**config.mk**
```make
export PLATFORM = sky130hd
export DESIGN_NAME = dmem_port_arbiter
export DESIGN_NICKNAME = d
export VERILOG_FILES = /design/src/rtl/dmem_arb_pkg.sv /design/src/rtl/rd_latency_pipe.sv /design/src/rtl/dmem_port_arbiter.sv
export SDC_FILE = /design/constraint.sdc
export NUM_CORES = 2
export LEC_CHECK = 0
export ABC_AREA = 0
export CAP_MARGIN = 20
export CORE_AREA = 4 4 648 650
export DETAILED_ROUTE_END_ITERATION = 8
export DIE_AREA = 0 0 652 654
export HOLD_SLACK_MARGIN = 0.02
export PLACE_DENSITY = 0.35
export SETUP_SLACK_MARGIN = 0.02
export SYNTH_ARGS = -nofsm -noshare
export SYNTH_HDL_FRONTEND = slang
export SYNTH_HIERARCHICAL = 1
export SYNTH_SLANG_ARGS = --single-unit
```
**constraint.sdc**
```tcl
create_clock -name clk -period 1.49 [get_ports clk]
set_clock_uncertainty 0.1 [all_clocks]
set_input_delay 0.2235 -clock clk [delete_from_list [all_inputs] [get_ports clk]]
set_output_delay 0.2235 -clock clk [all_outputs]
set_load 0.02 [all_outputs]
```
**src/rtl/dmem_arb_pkg.sv**
```systemverilog
// Shared types and default widths for the data-memory port arbiter.
package dmem_arb_pkg;

  localparam int DEF_ADDR_W = 14;
  localparam int DEF_DATA_W = 256;
  localparam int DEF_BE_W   = 32;

  // Arbiter control states for the host side; the VLSU path is stateless.
  typedef enum logic [1:0] {
    IDLE,
    PENDING,
    RD_WAIT,
    RESP
  } arb_state_e;

  // One buffered host request. Field widths follow the default constants,
  // so a wider configuration needs these constants raised to match.
  typedef struct packed {
    logic                  we;
    logic [DEF_ADDR_W-1:0] address;
    logic [DEF_BE_W-1:0]   byteena;
    logic [DEF_DATA_W-1:0] writeData;
  } host_req_t;

endpackage

```
**src/rtl/rd_latency_pipe.sv**
```systemverilog
// Valid shift register matching the dmem read latency; capture is high in
// the cycle the RAM presents data for the read issued LATENCY cycles earlier.
module rd_latency_pipe #(
  parameter int LATENCY = 1
) (
  input  logic clk,
  input  logic reset,
  input  logic issue,
  output logic capture
);

  logic [LATENCY-1:0] vld_q;
  logic [LATENCY-1:0] vld_d;

  // Shift the issue marker one stage per cycle.
  always_comb begin
    vld_d    = '0;
    vld_d[0] = issue;
    for (int i = 1; i < LATENCY; i++) begin
      vld_d[i] = vld_q[i-1];
    end
  end

  // Stage registers; reset drops any read still in flight.
  always_ff @(posedge clk) begin
    if (!reset) begin
      vld_q <= '0;
    end else begin
      vld_q <= vld_d;
    end
  end

  assign capture = vld_q[LATENCY-1];

endmodule

```
**src/rtl/dmem_port_arbiter.sv**
```systemverilog
// Shares the dmem port between the VLSU (absolute priority, zero added
// latency) and a single-entry buffered host loader port.
module dmem_port_arbiter
  import dmem_arb_pkg::*;
#(
  parameter int ADDR_W       = DEF_ADDR_W,
  parameter int DATA_W       = DEF_DATA_W,
  parameter int BE_W         = DEF_BE_W,
  parameter int READ_LATENCY = 1,
  parameter int STARVE_LIMIT = 64
) (
  input  logic              clk,
  input  logic              reset,
  input  logic              vlsu_rden,
  input  logic              vlsu_wren,
  input  logic [ADDR_W-1:0] vlsu_address,
  input  logic [BE_W-1:0]   vlsu_byteena,
  input  logic [DATA_W-1:0] vlsu_writeData,
  output logic [DATA_W-1:0] vlsu_readData,
  input  logic              host_valid,
  output logic              host_ready,
  input  logic              host_we,
  input  logic [ADDR_W-1:0] host_address,
  input  logic [BE_W-1:0]   host_byteena,
  input  logic [DATA_W-1:0] host_writeData,
  output logic              host_rvalid,
  output logic [DATA_W-1:0] host_readData,
  output logic              host_starved,
  output logic              rden,
  output logic              wren,
  output logic [ADDR_W-1:0] ip_address,
  output logic [BE_W-1:0]   byteena,
  output logic [DATA_W-1:0] writeData,
  input  logic [DATA_W-1:0] readData
);

  localparam int CNT_W = $clog2(STARVE_LIMIT + 1);
  localparam logic [CNT_W-1:0] STARVE_MAX = CNT_W'(STARVE_LIMIT);

  arb_state_e        state_q, state_d;
  host_req_t         hold_q, hold_d;
  logic [CNT_W-1:0]  starve_q, starve_d;
  logic [DATA_W-1:0] rdata_q, rdata_d;

  logic vlsu_active;
  logic host_issue;
  logic rd_issue;
  logic rd_capture;

  // The host only gets the port when the VLSU leaves it unused.
  assign vlsu_active = vlsu_rden | vlsu_wren;
  assign host_issue  = (state_q == PENDING) && !vlsu_active;
  assign rd_issue    = host_issue && !hold_q.we;

  rd_latency_pipe #(
    .LATENCY (READ_LATENCY)
  ) u_rd_pipe (
    .clk     (clk),
    .reset   (reset),
    .issue   (rd_issue),
    .capture (rd_capture)
  );

  // Next-state: accept, wait for a free slot, await read data, respond.
  always_comb begin
    state_d  = state_q;
    hold_d   = hold_q;
    starve_d = starve_q;
    rdata_d  = rdata_q;
    case (state_q)
      IDLE: begin
        if (host_valid) begin
          hold_d.we        = host_we;
          hold_d.address   = host_address;
          hold_d.byteena   = host_byteena;
          hold_d.writeData = host_writeData;
          state_d          = PENDING;
        end
      end
      PENDING: begin
        if (host_issue) begin
          starve_d = '0;
          state_d  = hold_q.we ? IDLE : RD_WAIT;
        end else if (starve_q != STARVE_MAX) begin
          starve_d = starve_q + 1'b1;
        end
      end
      RD_WAIT: begin
        if (rd_capture) begin
          rdata_d = readData;
          state_d = RESP;
        end
      end
      RESP: begin
        state_d = IDLE;
      end
      default: begin
        state_d = IDLE;
      end
    endcase
  end

  // State, holding register, starve counter and host read result.
  always_ff @(posedge clk) begin
    if (!reset) begin
      state_q  <= IDLE;
      hold_q   <= '0;
      starve_q <= '0;
      rdata_q  <= '0;
    end else begin
      state_q  <= state_d;
      hold_q   <= hold_d;
      starve_q <= starve_d;
      rdata_q  <= rdata_d;
    end
  end

  // dmem mux: VLSU passes straight through except on a host issue cycle.
  always_comb begin
    rden       = vlsu_rden;
    wren       = vlsu_wren;
    ip_address = vlsu_address;
    byteena    = vlsu_byteena;
    writeData  = vlsu_writeData;
    if (host_issue) begin
      rden       = !hold_q.we;
      wren       = hold_q.we;
      ip_address = hold_q.address;
      byteena    = hold_q.we ? hold_q.byteena : '1;
      writeData  = hold_q.writeData;
    end
  end

  assign vlsu_readData = readData;
  assign host_ready    = (state_q == IDLE);
  assign host_rvalid   = (state_q == RESP);
  assign host_readData = rdata_q;
  assign host_starved  = (starve_q == STARVE_MAX);

endmodule

```
==> impl_metrics.toml <==
[timing]
slew_headroom_pct = 63.3
period_share_pct = 199
tightest_slew_ns = 0.549
holdWs_ns = 0.0831
rsz0062_at_grt = "true"
drv_slew = 0
setup_ws_ns = -1.47
hold_viol_final = 0
fmax_mhz = 338
setup_viol = 1168
min_period_ns = 2.96

[clock_tree]
h-tree-depth = 3
worstSkewPairLatency_ns = 0.80
root_buffer = "clkbuf_16"
numCtsBuffers = 86
cts_tree = "done"
cts.reportedPaths.clkPinSlew_ns = 0.06
clock_sinks = 569
clk_path_buf_depth = 4

[critical_path]
cp.arrival_ns = 2.64
crit_type = "flip-flop to output pin"
rrSetupSlack_ns = -0.48
cp-start-kind = "flip-flop"
worstSetupEndpointType = "output pin"
critPathRequiredTime_ns = 1.17
path_max_fanout = 8

[detailed_routing]
via_per_inst = 3.04
drc = 0
drtAntennaViolNets = 0
num_vias = 34800
wire_per_inst_um = 30.2
drt-initial-drc-count = 1883
wirelength_um = 345000
dr.pass1.iters = 5

[floorplan]
fp.dieH_um = 654
die_x_um = 652
start_util_pct = 6.49
core-area_um2 = 413000
dieArea_um2 = 426000
io_pins = 1685
rows = 236

[cells_and_area]
layout-drive-gt1-share_pct = 36.2
final_common_cell = "nand2_1"
design_area_um2 = 69300
most-common-layout-cells = "nand2_1, clkdlybuf4s50_1, buf_12"
syn2layout_area_growth_pct = 158
final_cell_count_no_fill = 11400
num-nets-final = 6747

[flow_run]
maxCapViolCount = 0

[grt]
grt_pass1_vias = 35500
overflow = 0
antenna_found_initial = 96
grt_pass1_wl_um = 414000
grt_max_degree = 90
grtUsageTotal_pct = 15.2

[placement]
post-place-ws_ns = -1.82
place_congestion = 0.929
port_buffers = 1684
place_area_um2 = 57000
post-dp-hpwl_um = 295000
placed_cells_incl_taps = 10700

[synthesis]
synth_xor_area_share_pct = 0
async_flop_share_pct = 0
synth_ff_type = "dfxtp_1"
syn_area_um2 = 26800
synth_compound_area_share_pct = 16.8
synth_area_per_cell_um2 = 7.19
synthSimpleGateAreaFrac_pct = 28.4
netlist-cell-type-count = 38
synth_mux_area_share_pct = 0
synth-edff-count = 0
syn_inst = 3729
synth_fa_ha_area_share_pct = 0.0933
synth-seq-cells = 569
syn-num-nets = 4597
seq_area_frac_synth_pct = 42.5
ys_warn_count = 6
synth_top_family_by_area = "simple AND/OR/NAND/NOR gates"

[power_and_ir_drop]
seqPwrFrac_pct = 30.3
combPwrFrac_pct = 30.7
power_density_nw_per_um2 = 772
ir_drop_v = 0.000762
p_leak_nw = 26.4
p_switching_mw = 17.4
p_clk_share_pct = 39.0
switching_share_pct = 32.5
p_int_mw = 36.1
power_mw = 53.5

[status]
violations = "negative setup slack"
status = "complete, but fails checks"

[hold_path]
hold_path.class = "input pin to flip-flop"
==> routing by layer <==
metal / GRT usage [%] / share of wire (%) / vias up / routed length [um]
met3: 8.10 / 12 / 382 / 41400
met4: 4.65 / 3.8 / 26 / 13200
met2: 27.2 / 50 / 1439 / 172000
met5: 0 / 0.050 / - / 173
met1: 14.9 / 34 / 17100 / 119000
li1: - / - / 15900 / -
==> final timing paths <==
check,from,to,cells after the start
setup / recovery,flip-flop,writeData[62],7
hold / removal,readData[190],host_readData[190],3
setup reg to reg,flip-flop,hold_q[109],7
hold reg to reg,hold_q[253],hold_q[253],2
==> worst max-delay path: stages, from the launching register on <==
cell and delay [ns]:
dfxtp_2 0.34, or4b_4 0.60, buf_12 0.21, buf_12 0.17
buf_16 0.17, nand2_4 0.09, nand2_4 0.08, buf_12 0.14
==> layout make-up <==
class	instances	area, um2
Fill cell	46100	344000
Timing Repair Buffer	2579	32500
Multi-Input combinational cell	2608	15400
Sequential cell	569	11700
Tap cell	5474	6850
Clock buffer	122	2500
Clock inverter	28	258
Inverter	35	131
Antenna cell	29	72.6
==> cells by family (layout without fill, tap and decap cells) <==
kind of cell,Yosys count,after routing
buffers and inverters,552,2764
AOI/OAI and AO/OA,608,608
and+or+nand+nor,1998,1998
adders and majority gates,2,2
other,0,29
DFF,569,569
==> Yosys cell counts, types with 3 or more instances <==
library cell / count / area share (%)
nand2_1: 1934 / 27
dfxtp_1: 569 / 42
a21boi_1: 501 / 14
buf_4: 266 / 7.4
buf_2: 168 / 3.1
clkbuf_1: 80 / 1.1
a21boi_0: 59 / 1.7
nor2_1: 36 / 0.50
inv_1: 35 / 0.49
a31oi_1: 32 / 0.75
buf_1: 3 / 0.042
nand3_1: 3 / 0.056
nor2b_1: 3 / 0.070
==> timing repair <==
action / 4_1_cts / 5_1_grt
hold endpoints to repair: 523 / 0
pin swaps: 32 / 97
hold buffers: 449 / 0
gates resized for setup: 786 / 1897
setup buffers: 29 / 75
setup endpoints to repair: 1173 / 1173
cloned: 15 / 31
==> flip-flops by register name, summed over array words and instances (netlist names), named ones only <==
| name | flops |
|---|---|
| starve_q | 7 |
| host_readData | 256 |
| hold_q | 303 |
| u_rd_pipe/capture | 1 |
| state_q | 1 |
==> stage by stage <==
| stage | utilization [%] | setup TNS [ns] |
|---|---|---|
| after floorplan | - | -69.74 |
| after global placement | 13.8 | -758.80 |
| after detailed placement | 13.8 | -765.94 |
| after CTS | 15.9 | -840.87 |
| after global routing | 16.8 | -720.01 |
| final | 16.8 | -619.52 |
==> power groups by stage <==
stage	Sequential (mW)	Combinational [mW]	Clock [mW]
final	16.2	16.4	20.9
after detailed placement	16.6	14.4	0
after global routing	16.3	17.3	22.3
after global placement	16.6	14.4	0
after CTS	16.2	16.0	21.9
after floorplan	16.3	4.25	0
Note: power is estimated with default switching activity, not from simulation.
